===== config.mk =====
export PLATFORM = sky130hd
export DESIGN_NAME = dmem_agent
export DESIGN_NICKNAME = d
export VERILOG_FILES = /design/src/rtl/CorePack.sv /design/src/rtl/dmem_align.sv /design/src/rtl/dmem_agent.sv
export SDC_FILE = /design/constraint.sdc
export NUM_CORES = 1
export LEC_CHECK = 0
export CAP_MARGIN = 10
export CORE_MARGIN = 5
export CORE_UTILIZATION = 35
export CTS_CLUSTER_DIAMETER = 40
export CTS_CLUSTER_SIZE = 10
export DETAILED_ROUTE_END_ITERATION = 10
export GPL_ROUTABILITY_DRIVEN = 0
export SLEW_MARGIN = 20
export SYNTH_ARGS = -nofsm -noshare
export SYNTH_HDL_FRONTEND = slang
export SYNTH_SLANG_ARGS = --single-unit
export TNS_END_PERCENT = 10

===== constraint.sdc =====
create_clock -name clk -period 12.4 [get_ports clk]
set_input_delay 3.1 -clock clk [delete_from_list [all_inputs] [get_ports clk]]
set_output_delay 3.1 -clock clk [all_outputs]
set_load 0.02 [all_outputs]

===== src/rtl/CorePack.sv =====
// Shared core types: memory-op encoding, data-memory agent states and helpers.
package CorePack;

  typedef enum logic [2:0] {
    MEM_NO = 3'd0,
    MEM_B  = 3'd1,
    MEM_H  = 3'd2,
    MEM_W  = 3'd3,
    MEM_D  = 3'd4,
    MEM_UB = 3'd5,
    MEM_UH = 3'd6,
    MEM_UW = 3'd7
  } mem_op_enum;

  typedef enum logic [2:0] {
    DMEM_IDLE  = 3'd0,
    DMEM_REQ0  = 3'd1,
    DMEM_WAIT0 = 3'd2,
    DMEM_REQ1  = 3'd3,
    DMEM_WAIT1 = 3'd4,
    DMEM_RESP  = 3'd5
  } dmem_state_enum;

  // Access size in bytes; MEM_NO reports 1 but never reaches memory.
  function automatic logic [3:0] mem_size(input mem_op_enum op);
    case (op)
      MEM_H, MEM_UH: mem_size = 4'd2;
      MEM_W, MEM_UW: mem_size = 4'd4;
      MEM_D:         mem_size = 4'd8;
      default:       mem_size = 4'd1;
    endcase
  endfunction

endpackage


===== src/rtl/dmem_align.sv =====
// Byte-lane alignment for the data-memory agent: store masks/data per beat,
// split detection, and load-result extraction with sign/zero extension.
module dmem_align
  import CorePack::*;
(
  input  mem_op_enum  op_i,
  input  logic [2:0]  offset_i,
  input  logic [63:0] wdata_i,
  input  logic [63:0] rbuf0_i,
  input  logic [63:0] rbuf1_i,
  output logic [7:0]  mask0_o,
  output logic [7:0]  mask1_o,
  output logic [63:0] wdata0_o,
  output logic [63:0] wdata1_o,
  output logic        split_o,
  output logic [63:0] rdata_o
);

  logic [3:0]   size;
  logic [15:0]  base_mask;
  logic [15:0]  mask0_wide;
  logic [15:0]  mask1_wide;
  logic [5:0]   bit_shift;
  logic [127:0] pair;
  logic [63:0]  raw;

  // Masks, shifted store data and split flag for both beats.
  always_comb begin
    size       = mem_size(op_i);
    base_mask  = (16'd1 << size) - 16'd1;
    mask0_wide = base_mask << offset_i;
    mask1_wide = base_mask >> (4'd8 - {1'b0, offset_i});
    mask0_o    = mask0_wide[7:0];
    mask1_o    = mask1_wide[7:0];
    split_o    = ({1'b0, offset_i} + size) > 4'd8;
    bit_shift  = {offset_i, 3'b000};
    wdata0_o   = wdata_i << bit_shift;
    // A zero offset never splits; avoid relying on a full-width shift.
    wdata1_o   = (offset_i == 3'd0) ? '0 : wdata_i >> (7'd64 - {1'b0, bit_shift});
  end

  // Load result: realign the two captured beats, then truncate and extend.
  always_comb begin
    pair = {rbuf1_i, rbuf0_i} >> bit_shift;
    raw  = pair[63:0];
    case (op_i)
      MEM_B:   rdata_o = {{56{raw[7]}}, raw[7:0]};
      MEM_H:   rdata_o = {{48{raw[15]}}, raw[15:0]};
      MEM_W:   rdata_o = {{32{raw[31]}}, raw[31:0]};
      MEM_D:   rdata_o = raw;
      MEM_UB:  rdata_o = {56'd0, raw[7:0]};
      MEM_UH:  rdata_o = {48'd0, raw[15:0]};
      MEM_UW:  rdata_o = {32'd0, raw[31:0]};
      default: rdata_o = '0;
    endcase
  end

endmodule


===== src/rtl/dmem_agent.sv =====
// Data-memory responder: accepts one core load/store, issues one or two
// aligned 64-bit memory beats, and returns an extended load result.
module dmem_agent
  import CorePack::*;
#(
  parameter int unsigned XLEN = 64
) (
  input  logic            clk,
  input  logic            rstn,
  input  logic            req_valid,
  output logic            req_ready,
  input  logic            req_we,
  input  mem_op_enum      req_op,
  input  logic [XLEN-1:0] req_addr,
  input  logic [XLEN-1:0] req_wdata,
  output logic            resp_valid,
  output logic [XLEN-1:0] resp_rdata,
  output logic            mem_req_valid,
  input  logic            mem_req_ready,
  output logic            mem_we,
  output logic [XLEN-1:0] mem_addr,
  output logic [XLEN-1:0] mem_wdata,
  output logic [7:0]      mem_wmask,
  input  logic            mem_resp_valid,
  input  logic [XLEN-1:0] mem_rdata
);

  dmem_state_enum  state_q;
  mem_op_enum      op_q;
  logic            we_q;
  logic [XLEN-1:0] addr_q;
  logic [XLEN-1:0] wdata_q;
  logic [XLEN-1:0] rbuf0_q;
  logic [XLEN-1:0] rbuf1_q;

  logic [7:0]      mask0;
  logic [7:0]      mask1;
  logic [XLEN-1:0] wdata0;
  logic [XLEN-1:0] wdata1;
  logic            split;
  logic [XLEN-1:0] load_data;

  logic            in_req;
  logic            beat1;
  logic [XLEN-1:0] beat_base;

  dmem_align u_align (
    .op_i     (op_q),
    .offset_i (addr_q[2:0]),
    .wdata_i  (wdata_q),
    .rbuf0_i  (rbuf0_q),
    .rbuf1_i  (rbuf1_q),
    .mask0_o  (mask0),
    .mask1_o  (mask1),
    .wdata0_o (wdata0),
    .wdata1_o (wdata1),
    .split_o  (split),
    .rdata_o  (load_data)
  );

  // Transaction FSM: latch request, run up to two beats, pulse response.
  always_ff @(posedge clk or negedge rstn) begin
    if (!rstn) begin
      state_q <= DMEM_IDLE;
      op_q    <= MEM_NO;
      we_q    <= 1'b0;
      addr_q  <= '0;
      wdata_q <= '0;
      rbuf0_q <= '0;
      rbuf1_q <= '0;
    end else begin
      case (state_q)
        DMEM_IDLE: begin
          if (req_valid) begin
            op_q    <= req_op;
            we_q    <= req_we;
            addr_q  <= req_addr;
            wdata_q <= req_wdata;
            if (req_op == MEM_NO) state_q <= DMEM_RESP;
            else                  state_q <= DMEM_REQ0;
          end
        end
        DMEM_REQ0: if (mem_req_ready) state_q <= DMEM_WAIT0;
        DMEM_WAIT0: begin
          if (mem_resp_valid) begin
            rbuf0_q <= mem_rdata;
            if (split) state_q <= DMEM_REQ1;
            else       state_q <= DMEM_RESP;
          end
        end
        DMEM_REQ1: if (mem_req_ready) state_q <= DMEM_WAIT1;
        DMEM_WAIT1: begin
          if (mem_resp_valid) begin
            rbuf1_q <= mem_rdata;
            state_q <= DMEM_RESP;
          end
        end
        DMEM_RESP: state_q <= DMEM_IDLE;
        default:   state_q <= DMEM_IDLE;
      endcase
    end
  end

  // Outputs decode only flops, so they are glitch-free and reset to idle values.
  always_comb begin
    in_req        = (state_q == DMEM_REQ0) || (state_q == DMEM_REQ1);
    beat1         = (state_q == DMEM_REQ1);
    beat_base     = {addr_q[XLEN-1:3], 3'b000};
    req_ready     = (state_q == DMEM_IDLE);
    resp_valid    = (state_q == DMEM_RESP);
    resp_rdata    = (resp_valid && !we_q) ? load_data : '0;
    mem_req_valid = in_req;
    mem_we        = in_req && we_q;
    mem_addr      = '0;
    mem_wmask     = '0;
    mem_wdata     = '0;
    if (in_req) begin
      // Second beat wraps modulo 2^XLEN by plain addition.
      mem_addr = beat1 ? beat_base + XLEN'(8) : beat_base;
      if (we_q) begin
        mem_wmask = beat1 ? mask1 : mask0;
        mem_wdata = beat1 ? wdata1 : wdata0;
      end
    end
  end

endmodule


# --- After elaboration in Yosys (flattened, before gate mapping) ---
# Cells that the tools add are included.
word_totals:
  ff_bits: 263
  output_inout_bits: 204
  word_cells: 69
op_classes:
  add_sub_neg: 5
  order_cmp: 1
  n_eq_ne: 17
  n_shift: 6
  mux: 20
  n_reduce_logical: 13
op_table:
  columns: ["operator", "count"]
  rows:
  - ["64-bit two-way mux", 7]
  - ["64-bit one-hot mux with 7 select lines", 1]
  - ["128-bit by 6-bit >> shifter with 64-bit output", 1]
  - ["64-bit by 4-bit adder with 64-bit output, second input constant", 1]
  - ["64-bit by 6-bit << shifter with 64-bit output", 1]
  - ["64-bit by 7-bit >> shifter with 64-bit output", 1]
  - ["8-bit two-way mux", 3]
  - ["3-bit two-way mux", 7]
  - ["3-bit equality test, second input constant", 6]
  - ["1-bit by 4-bit << shifter with 16-bit output, first input constant", 1]
  - ["16-bit by 3-bit << shifter with 8-bit output", 1]
  - ["16-bit by 4-bit >> shifter with 8-bit output", 1]
  - ["16-bit by 1-bit subtractor with 16-bit output, second input constant", 1]
  - ["3-bit one-hot mux with 5 select lines", 1]
  - ["3-bit by 2-bit equality test with 1-bit output, second input constant", 4]
  - ["4-bit one-hot mux with 3 select lines", 1]
  - ["2-bit inequality test, second input constant", 5]
  - ["3-bit zero test", 3]
  - ["7-bit by 6-bit subtractor with 7-bit output, first input constant", 1]
  - ["3-bit by 1-bit equality test with 1-bit output, second input constant", 2]
  - ["2-bit AND reduction", 3]
  - ["5-bit AND reduction", 1]
  - ["3-bit by 4-bit adder with 4-bit output", 1]
  - ["4-bit > comparator, second input constant", 1]
  - ["5 further kinds", 7]

# --- Logic depth before layout (Yosys ltp) ---
# Gate-level depths: netlist (run 1).
logic_depth:
  depth_word: 9
  mapped_depth: 14
  depth_no_buf: 9

# --- Modules after synthesis ---
# Synthesis (run 1) repeated with hierarchy kept, for this count alone.
unflattened:
  hier_cells: 2126
  hier_area_um2: 20399.6
by_module_without_submodules:
  columns: ["mod", "n_inst", "cells_per_inst", "area_each_um2", "seq_area_each_um2"]
  rows:
  - ["dmem_agent", 1, 1107, 12983.7, 6581.3]
  - ["dmem_align", 1, 1019, 7415.9, 0.0]

# --- Worst setup path after synthesis (run 1) ---
# No wires, ideal clock.
synth_timing:
  path_kind: "register to output"
  start: "register addr_q[1]"
  end: "output port mem_wdata[30]"
  arrival_time_ps: 3877
  slack_ps: 5423
  path_stages_with_launch: 15
  n_path_buf: 6
  cell_sequence: "dfrtp_1 > buf_2 > clkinv_1 > buf_2 > buf_2 > clkbuf_1 > ha_1 > ha_1 > buf_2 > inv_1 > nor4_2 > and2_1 > clkbuf_1 > a22oi_1 > a211oi_1"
synth_between:
  elab_chain_cells: 6
synth_rtl:
  columns: ["element", "line", "source"]
  rows:
  - ["start: declaration", "dmem_agent.sv:31", "logic [XLEN-1:0] addr_q;"]
  - ["start signal: assignment", "dmem_agent.sv:77", "addr_q <= req_addr;"]
  - ["7-bit by 6-bit subtractor with 7-bit output", "dmem_align.sv:39", "wdata1_o = (offset_i == 3'd0) ? '0 : wdata_i >> (7'd64 - {1'b0, bit_shift});"]
  - ["64-bit by 7-bit >> shifter with 64-bit output", "dmem_align.sv:39", null]
  - ["64-bit two-way mux", "dmem_align.sv:39", null]
  - ["64-bit two-way mux (*)", "dmem_agent.sv:122", "mem_wdata = beat1 ? wdata1 : wdata0;"]
  - ["64-bit two-way mux (*)", "dmem_agent.sv:120", "if (we_q) begin"]
  - ["64-bit two-way mux (*)", "dmem_agent.sv:117", "if (in_req) begin"]
  - ["end: declaration", "dmem_agent.sv:22", "output logic [XLEN-1:0] mem_wdata,"]
# Every way passes the cells marked *; elsewhere a longest branch is shown, timed or not.

# --- Worst setup path in the final report (run 1) ---
layout_timing:
  start: "register addr_q[1]"
  end: "output port mem_wdata[62]"
# Same word-level chain as after synthesis.

==> results of run 1 <==
path summary, 6_finish.rpt:
path,from,end
hold reg to reg,rbuf0_q[4],rbuf0_q[4]
min in group asynchronous,rstn,rbuf1_q[6]
max in group asynchronous,rstn,wdata_q[13]
hold / removal,rbuf0_q[4],rbuf0_q[4]
setup reg to reg,addr_q[1],state_q[1]
setup / recovery,addr_q[1],mem_wdata[62]
power by group:
group          total, mW  leakage (nW)  internal [mW]  switching (mW)
combinational       4.35          5.45           2.12            2.23
clock               1.49         0.923          0.965           0.526
sequential          1.95          3.05           1.26           0.691
cell usage after synthesis (3+ instances only):
cell      count  area [sq um]
buf_2        38           190
dfrtp_1     255          6380
mux2_2      257          2890
a21o_1        3          22.5
o22ai_1      11          68.8
a22oi_1      47           353
mux2i_1      63           631
o31ai_1      18           135
nand2b_1     15          93.8
mux4_2      134          3020
or2_2         3          18.8
a21oi_2      10          87.6
buf_6         3          33.8
nor3_1       30           150
and3_1        7          43.8
a211o_1       8          70.1
nand3_1      39           195
a211oi_1     34           255
nor2_1       93           349
xor2_1       26           228
clkinv_1      4          15.0
ha_1          8           100
xnor2_1       7          61.3
or3_1        21           131
nor2b_1       9          56.3
a31oi_1      32           200
a21oi_1     156           781
clkbuf_1    110           413
and4_1        5          43.8
buf_4         7          52.6
nor4_1        4          25.0
a221oi_1     27           236
inv_1        17          63.8
buf_1        17          63.8
nand2_1     184           691
or4_1        14           105
o21ai_0      61           305
and2_1       18           113
nand4_1      26           163
per-stage QoR:
| stage | instance area [sq um] | hold WS (ps) | instances | power, mW | setup WS, ps |
|---|---|---|---|---|---|
| floorplan | 19100 | 475 | 1853 | 4.89 | 5420 |
| global placement | 23600 | 486 | 2803 | 6.15 | 4000 |
| detailed placement | 23600 | 497 | 2803 | 6.24 | 3820 |
| CTS | 25400 | 506 | 2902 | 7.78 | 3130 |
| global route | 25500 | 519 | 2906 | 8.26 | 2610 |
| finish | 25500 | 503 | 2909 | 7.79 | 2910 |
flip-flops by register name (all words and copies together), names as in the netlist:
name     flops
rbuf0_q     64
wdata_q     64
op_q         3
rbuf1_q     56
we_q         1
state_q      3
addr_q      64
per-layer routing:
metal | vias up | global-route usage (%) | routed length, um
met5 | - | 0 | 57
met2 | 878 | 35.5 | 32700
met4 | 8 | 7.83 | 2550
met3 | 156 | 5.29 | 5770
li1 | 7705 | - | -
met1 | 8784 | 31.0 | 29400
cell type report:
class / count / area, sq um / share of cell area [%]
diodes: 7 / 17.5 / 0.0688
clock buffers: 66 / 1490 / 5.84
clock inverters: 33 / 404 / 1.59
inverters: 21 / 80.1 / 0.314
multi-input cells: 1402 / 12000 / 47.1
flip-flops and latches: 255 / 6390 / 25.1
well taps: 696 / 871 / 3.42
repair buffers: 429 / 4230 / 16.6
cells by family after synthesis:
logic type | synth area share, %
and+or+nand+nor | 12.1
xor gates and xnor gates | 1.51
buffers and inverters | 4.35
AOI/OAI and AO/OA | 13.8
DFF | 33.4
muxes | 34.2
other | 0.0393
adders and majority gates | 0.680
==> run metrics, run 1 <==
status=finished, final reports clean; Clock Sinks=~260; kind of cell adding the most delay to the critical path=buffers and inverters; critical path arrival=~6400 ps; global-route wire length before repair=about 110000 um; leakage=roughly 9.4 nW; clock latency on the worst-skew pair=610 ps; via-per-instance ratio=between 6 and 7; crit path cell chain=clkinv_2 > ha_1 > ha_1 > nor3_2 > buf_4 > and3_1 > nand2_1 > a221oi_1 > clkdlybuf4s50_1; CTS max path bufs=3; Post-CTS Setup Repair Bufs=0; Final ANT Viol Nets=0; core area=between 0.05 and 0.06 sq mm; antenna violations before repair=11; setup TNS=0 ps; most common cell after layout, fill and taps aside=clkdlybuf4s50_1; Post-synth top flop=dfrtp_1; TritonCTS clock tree=yes; Worst-Margin Slew=roughly 1100 ps; post-synthesis sequential area ratio=between 30% and 40%; CP Depth=9; CP Launch Type=register; DRC violations left=0; Reg2Reg Setup Slack=8690 ps; Largest stage delay, worst path=about 1000 ps; count of cell types in the netlist=63; gr ovfl total=0; row count=85; clk root buf=clkbuf_16; worst vdd ir=0.145 mV; Setup-failing EPs final=0; crit end category=output pin; drt pass-1 iters=6; EDFF count, synth=0; Final Slew Violations=0; CTS Hold Bufs=0; hold path depth=1; vias in the first global route=17000; Max Cap Viol=0; Final Util=between 40% and 50%; Area Overhead vs Synth=33.1%; CP required=between 9000 and 10000 ps; largest net degree at the start of global routing=82; drt total wl=~70000 um; H-tree Lvls=2; initial DRC count=~1700; Reg2Reg Depth=6; Fin Clk Skew=between 30 and 40 ps; io pins=405; port bufs=401; crit path kind=reg2out; DIE HEIGHT=approximately 240 um; Yosys reg bits=roughly 260; RSZ-0062 raised after global routing=no; Die W=between 200 and 250 um; Hold Path Class=reg2reg; clock-pin transition on the worst setup and hold timing paths=50 ps; final-layout fill cell count=approximately 4900; relative slew slack=around 30%; P per Cell Area=between 300 and 400 mW/mm^2; DR vias=between 15000 and 20000; post-CTS sizing=0; post-DR wirelength/cell=between 20 and 25 um; Synth Instances=roughly 1900; YS warnings=0; Die ar.=a little under 0.06 sq mm; Starting Density=a little over a third; critical path buffer and inverter count=3; CP max FO=81; fmax=roughly 110 MHz; Worst path most repeated cell=ha_1; total CTS buffers=54; syn_area_per_cell=10.3 sq um; final number of hold-violating endpoints=0; asr flop ratio synth=between 90% and 100%; Tmin final=around 9500 ps; Tot GR Track Use=a little under a quarter; layout cells sized above 1=roughly 25%; DP Wirelength=just under 50000 um; fin nets=approximately 2400; synthesized area=roughly 0.019 sq mm; final worst-path cycle share=around three quarters; commonest non-fill, non-tap cells in the layout=clkdlybuf4s50_1 (400), mux2_2 (257), dfrtp_1 (251); Max stage delay cell, worst path=dfrtp_4
Power figures use the tool's default switching activity.
==> run 2, diff against run 1 <==
Clock period 12.4 ns to 9.2 ns, I/O delays scaled along.
==> run metrics, run 2 (synthesis results as in run 1) <==
status=finished, final reports clean; final number of hold-violating endpoints=0; Post-CTS Setup Repair Bufs=0; most common cell after layout, fill and taps aside=clkdlybuf4s50_1; crit path cell chain=clkinv_1 > ha_1 > ha_1 > nor3_2 > buf_4 > and3_1 > nand2_1 > a221oi_1 > clkdlybuf4s50_1; core area=0.0540 sq mm; leakage=about 9.5 nW; clock-pin transition on the worst setup and hold timing paths=roughly 50 ps; Die W=between 200 and 250 um; Max Cap Viol=0; Worst path most repeated cell=ha_1; vias in the first global route=between 15000 and 20000; CTS Hold Bufs=0; layout cells sized above 1=25.4%; clock latency on the worst-skew pair=around 600 ps; Fin Clk Skew=around 17 ps; Final Slew Violations=0; cell internal pwr=between 5 and 6 mW; Clock Sinks=255; CTS max path bufs=3; Final ANT Viol Nets=0; DP Wirelength=between 40000 and 50000 um; antenna violations before repair=13; H-tree Lvls=2; drt pass-1 iters=5; multi-input logic area=~0.012 sq mm; post-DR wirelength/cell=approximately 24 um; DRC violations left=0; clock group share of total power=20.1%; Tmin final=~8600 ps; DR vias=17500; Die ar.=just under 0.06 sq mm; initial DRC count=about 1700; Cell Area, Placed=around 0.024 sq mm; critical path arrival=approximately 6300 ps; setup TNS=0 ps; Area Overhead vs Synth=33.8%; Sw Ratio=a little over two fifths; crit path kind=reg2out; Largest stage delay, worst path=roughly 1100 ps; total CTS buffers=57; fin nets=2374; relative slew slack=20.2%; io pins=roughly 410; switching power=around 4.6 mW; Gate power share=between 50% and 60%; commonest non-fill, non-tap cells in the layout=clkdlybuf4s50_1 (400), mux2_2 (257), dfrtp_1 (251); fmax=around 120 MHz; Largest regs=addr_q (64), rbuf0_q (64), wdata_q (64); TritonCTS clock tree=yes; FF/Latch Area=~0.0064 sq mm; Starting Density=a little over a third; CP max FO=74; post-CTS sizing=0; P per Cell Area=between 400 and 500 mW/mm^2; final worst-path cycle share=93.8%; CP required=roughly 6900 ps; Tot GR Track Use=between 20 and 25%; Worst-Margin Slew=roughly 1200 ps; Reg power frac=between 20% and 30%; gr ovfl total=0; worst vdd ir=around 0.2 mV; Final Cell Area=approximately 0.026 sq mm; global-route wire length before repair=106000 um; DIE HEIGHT=approximately 240 um; CP Launch Type=register; RSZ-0062 raised after global routing=no; drt total wl=69800 um; Hold Path Class=reg2reg; row count=85; crit end category=output pin; via-per-instance ratio=about 6; clk root buf=clkbuf_16; Max stage delay cell, worst path=dfrtp_4; largest net degree at the start of global routing=roughly 100; final-layout fill cell count=4955; port bufs=roughly 400; Setup-failing EPs final=0
==> run 2: cell types whose count changed in the layout (fill, tap and decap cells not counted), moves of 2 or more <==
cell,previous run,this run
buf_6,0,2
buf_4,28,24
bufinv_16,5,7
clkinv_4,8,12
diode_2,7,5
inv_6,5,10
clkbuf_16,54,57
clkinv_2,9,6
clkbuf_8,9,5
==> run 2: worst paths after layout <==
check	depth (start not counted)	from	end	slack, ps
min reg2reg	1	rbuf1_q[51]	rbuf1_q[51]	500
max reg2reg	5	state_q[1]	wdata_q[24]	5500
min	1	rbuf1_q[51]	rbuf1_q[51]	500
max	9	addr_q[0]	mem_wdata[62]	570
min in group asynchronous	1	rstn	rbuf1_q[46]	1650
max in group asynchronous	2	rstn	state_q[1]	6060
==> run 2: area by class of cell <==
cell class                      instances  share of cell area (%)
Antenna cell                            5                  0.0489
Clock buffer                           66                    5.90
Clock inverter                         41                    2.00
Inverter                               21                   0.308
Multi-Input combinational cell       1402                    46.9
Sequential cell                       255                    25.0
Tap cell                              696                    3.40
Timing Repair Buffer                  427                    16.5
==> run 2: critical path: cells and delay by family (launching register included) <==
family,cells,cell delay (ps)
AOI/OAI and AO/OA,1,400
adders and majority gates,2,920
buffers and inverters,3,2170
DFF,1,1100
and+or+nand+nor,3,1030
==> run 2: power groups by stage <==
| stage | registers (mW) | logic, mW | clock network (mW) |
|---|---|---|---|
| after detailed placement | 2.58 | 5.81 | 0 |
| final | 2.60 | 5.86 | 2.13 |
| after CTS | 2.57 | 5.84 | 2.18 |
| after global routing | 2.69 | 6.31 | 2.24 |
| after floorplan | 2.16 | 4.43 | 0 |
| after global placement | 2.54 | 5.75 | 0 |
==> run 2: metal layers <==
layer | vias to the layer above | routed length [um] | GRT usage, % | part of all wire [%]
li1 | 7721 | - | - | -
met1 | 8672 | 28800 | 30.0 | 41
met2 | 871 | 32000 | 34.6 | 46
met3 | 177 | 6260 | 6.38 | 9.0
met4 | 18 | 2680 | 8.23 | 3.8
met5 | - | 102 | 0 | 0.15
==> run 2: metrics by stage <==
stage | instances | utilization [%] | power (mW) | hold WS, ps | worst slack [ps]
floorplan | 1853 | - | 6.59 | 475 | 3020
detailed placement | 2801 | 43.6 | 8.38 | 495 | 1330
finish | 2913 | 47.4 | 10.6 | 503 | 572
global route | 2911 | 47.4 | 11.2 | 525 | 321
CTS | 2908 | 47.3 | 10.6 | 509 | 628
global placement | 2801 | 43.6 | 8.28 | 486 | 1420
==> RTL change 1 (config.mk and constraints of run 2) <==
Encoding of `dmem_state_enum`: now one-hot (6 bits for 6 states).
--- a/src/rtl/CorePack.sv
+++ b/src/rtl/CorePack.sv
@@ -12,13 +12,13 @@
     MEM_UW = 3'd7
   } mem_op_enum;
 
-  typedef enum logic [2:0] {
-    DMEM_IDLE  = 3'd0,
-    DMEM_REQ0  = 3'd1,
-    DMEM_WAIT0 = 3'd2,
-    DMEM_REQ1  = 3'd3,
-    DMEM_WAIT1 = 3'd4,
-    DMEM_RESP  = 3'd5
+  typedef enum logic [5:0] {
+    DMEM_IDLE  = 6'b000001,
+    DMEM_REQ0  = 6'b000010,
+    DMEM_WAIT0 = 6'b000100,
+    DMEM_REQ1  = 6'b001000,
+    DMEM_WAIT1 = 6'b010000,
+    DMEM_RESP  = 6'b100000
   } dmem_state_enum;
 
   // Access size in bytes; MEM_NO reports 1 but never reaches memory.
Check against the original RTL: no difference found for any inputs over 4 cycles, from zero or initial values and one cycle with rstn low; so few cycles prove little.
==> RTL change 1 against run 2 <==
The run now fails in detailed routing (5_2_route); area after synthesis is 1.4% higher.
==> RTL change 1: results <==
set metrics [dict create \
    grt_start_max_net_pins 155 \
    outcome "did not finish" \
    grt_antenna_before_repair 13 \
    cts_setup_buffers 0 \
    yosys-top-cells-count "347 x mux2_2, 257 x dfrtp_1, 197 x nand2_1" \
    ys_types 75 \
    cts_root_buffer "clkbuf_16" \
    h-tree-depth 2 \
    ys_top_cells_by_area "dfrtp_1 33%, mux2_2 20%, mux4_2 11%, a21oi_1 4.1%, nand2_1 3.8%" \
    firstError "Error: net465 7 pin not visited #guides = 218" \
    stop_stage "detailed routing (5_2_route)" \
    overflow 0 \
    numCtsBuffers 58 \
    postSynth.asyncResetShare_pct 100 \
    grt_first_pass_wirelength_um 110000 \
    yosysWarnings 0 \
    synth-seq-area-share_pct 33.3 \
    cts_num_sinks 258 \
    io_buffers 401 \
    grt_pass1_vias 17578 \
    dp_hpwl_um 51900 \
    cts_buffer_depth 3 \
    ctsResizeCount 0 \
    grtUsageTotal_pct 23.1 \
]
[RTL change 1: cell types whose count changed after synthesis, sizes merged, moves of 13 or more]
cell,before,now
nor2,93,117
o211ai,1,17
mux4,134,94
a31oi,32,3
and2,18,3
a221oi,27,1
buf,65,80
mux2,257,347
clkbuf,110,85
nand2,184,197
[RTL change 1: per-stage QoR]
stage,area [um2],instances,worst slack [ps],util [%]
global route,26000,3038,1090,47.3
CTS,26000,3032,1310,47.2
detailed placement,23900,2923,2020,43.4
global placement,23900,2923,2090,43.4
floorplan,19400,1916,3670,-
[RTL change 1: logic make-up after synthesis]
kind of cell    Yosys count  share of synthesized area (%)
other cells               2                         0.0387
buf+inv                 186                           4.16
fa+ha+maj                 9                          0.619
flops                   258                           33.3
xor+xnor                 25                           1.13
mux                     514                           34.8
compound gates          382                           12.3
simple gates            538                           13.7
[RTL change 1: routing by layer]
layer and track usage (%):
met1 31.3, met2 36.0, met3 5.93, met4 8.29
met5 0
==> RTL change 2 (config.mk and constraints of run 2) <==
Made on the original files. Reset style: synchronous (`rstn`), changed in one clocked block.
--- a/src/rtl/dmem_agent.sv
+++ b/src/rtl/dmem_agent.sv
@@ -59,7 +59,7 @@
   );
 
   // Transaction FSM: latch request, run up to two beats, pulse response.
-  always_ff @(posedge clk or negedge rstn) begin
+  always_ff @(posedge clk) begin
     if (!rstn) begin
       state_q <= DMEM_IDLE;
       op_q    <= MEM_NO;
Behaviour: differs if rstn is asserted again (counterexample within 4 cycles, from zero or initial values and one cycle with rstn low); with rstn held inactive, the same outputs for 4 cycles.
==> RTL change 2 against run 2 <==
Wire length up 14%; worst setup slack gained 1300 ps; die area increased by 1.1%; clock skew down 4.9 ps; final area increased by 0.43%; highest routed layer unchanged; area after synthesis is 1.1% higher; sequential cell count did not move.
Power is not compared: it rests on default switching activity, and its combinational part moved more than twofold at a synthesized area within 25%.
==> RTL change 2: results <==
set metrics [dict create \
    finalWirelength_um 79300 \
    outcome "complete, no violations" \
    hold_path.startpoint "rbuf1_q[51]" \
    place_area_um2 23700 \
    grt_pass1_vias 19198 \
    slowest_stage "nor2b_1" \
    max_stage_delay_ps 920 \
    reg2reg_slack_ps 5920 \
    grt_first_pass_wirelength_um 119000 \
    clock_skew_ps 12.4 \
    yosys-top-cells-count "701 x nand2_1, 255 x dfxtp_1, 254 x a21boi_0" \
    muxShareOfSynthArea_pct 22.7 \
    detailedPlace.worstSlack_ps 2480 \
    grt_start_max_net_pins 131 \
    endpoint "mem_wdata[9]" \
    r2r_start "state_q[1]" \
    critical-path-top-delay-family "simple AND/OR/NAND/NOR gates" \
    vias 20194 \
    crit_arrival_ps 5020 \
    dp_hpwl_um 55900 \
    crit_fanout 44 \
    hold_path.class "flip-flop to flip-flop" \
    drtIter0Drc 2538 \
    nNetsFinal 2891 \
    min_path_cells 2 \
    reg2reg_depth 6 \
    fillers 5351 \
    synth-seq-area-share_pct 26.4 \
    fin_crit_ps 7320 \
    synthAdderAreaFrac_pct 0.724 \
    slew_violations 0 \
    crit_path_start "addr_q[0]" \
    ys_top_cells_by_area "dfxtp_1 26%, mux4_2 16%, nand2_1 14%, a21boi_0 9.9%, a21oi_1 4.2%" \
    numCtsBuffers 55 \
    grt_antenna_before_repair 19 \
    postSynth.asyncResetShare_pct 0 \
    ys_types 70 \
    grtUsageTotal_pct 25.2 \
]
-- RTL change 2: power by group through the flow --
| stage | Sequential (uW) | Combinational, uW | Clock (uW) |
|---|---|---|---|
| finish | 1510 | 1530 | 2120 |
| global route | 1520 | 1660 | 2200 |
| CTS | 1490 | 1530 | 2150 |
| detailed placement | 1510 | 1520 | 0 |
| global placement | 1500 | 1500 | 0 |
| floorplan | 1370 | 1140 | 0 |
-- RTL change 2: metal layers --
layer / wire [um] / up-vias / global-route usage (%) / part of all wire [%]
met5: 122 / - / 0 / 0.15
met4: 2860 / 14 / 9.37 / 3.6
met3: 8870 / 166 / 7.04 / 11
met2: 34100 / 1105 / 36.8 / 43
met1: 33300 / 9723 / 35.5 / 42
li1: - / 9186 / - / -
-- RTL change 2: per-stage QoR --
step,power [uW],hold WS [ps],std cells
floorplan,2510,440,2414
global placement,3000,461,3372
finish,5160,475,3488
CTS,5170,479,3476
detailed placement,3030,466,3372
global route,5380,502,3484
-- RTL change 2: cell type report --
cell class	instances	area [um2]	area share, %
timing repair buffer	431	4250	16.5
tap	748	936	3.64
inverter	31	116	0.453
multi-input combinational	1907	13300	51.6
clock inverter	38	509	1.98
clock buffer	66	1480	5.75
sequential	255	5110	19.9
antenna	12	30.0	0.117
-- RTL change 2: worst reg2reg max path, cell delays in order (launching register included) --
cell and delay (ps):
dfxtp_2 350, buf_4 370, nor3_1 540, and2_4 620
buf_4 740, nand2_1 370, a21boi_0 210
-- RTL change 2: logic make-up (layout without fill, tap and decap cells) --
family          Yosys count  after routing
xor+xnor                 32             32
mux                     258            258
flops                   255            255
other cells               2             16
compound gates          610            610
simple gates            992            992
buf+inv                 252            566
fa+ha+maj                11             11
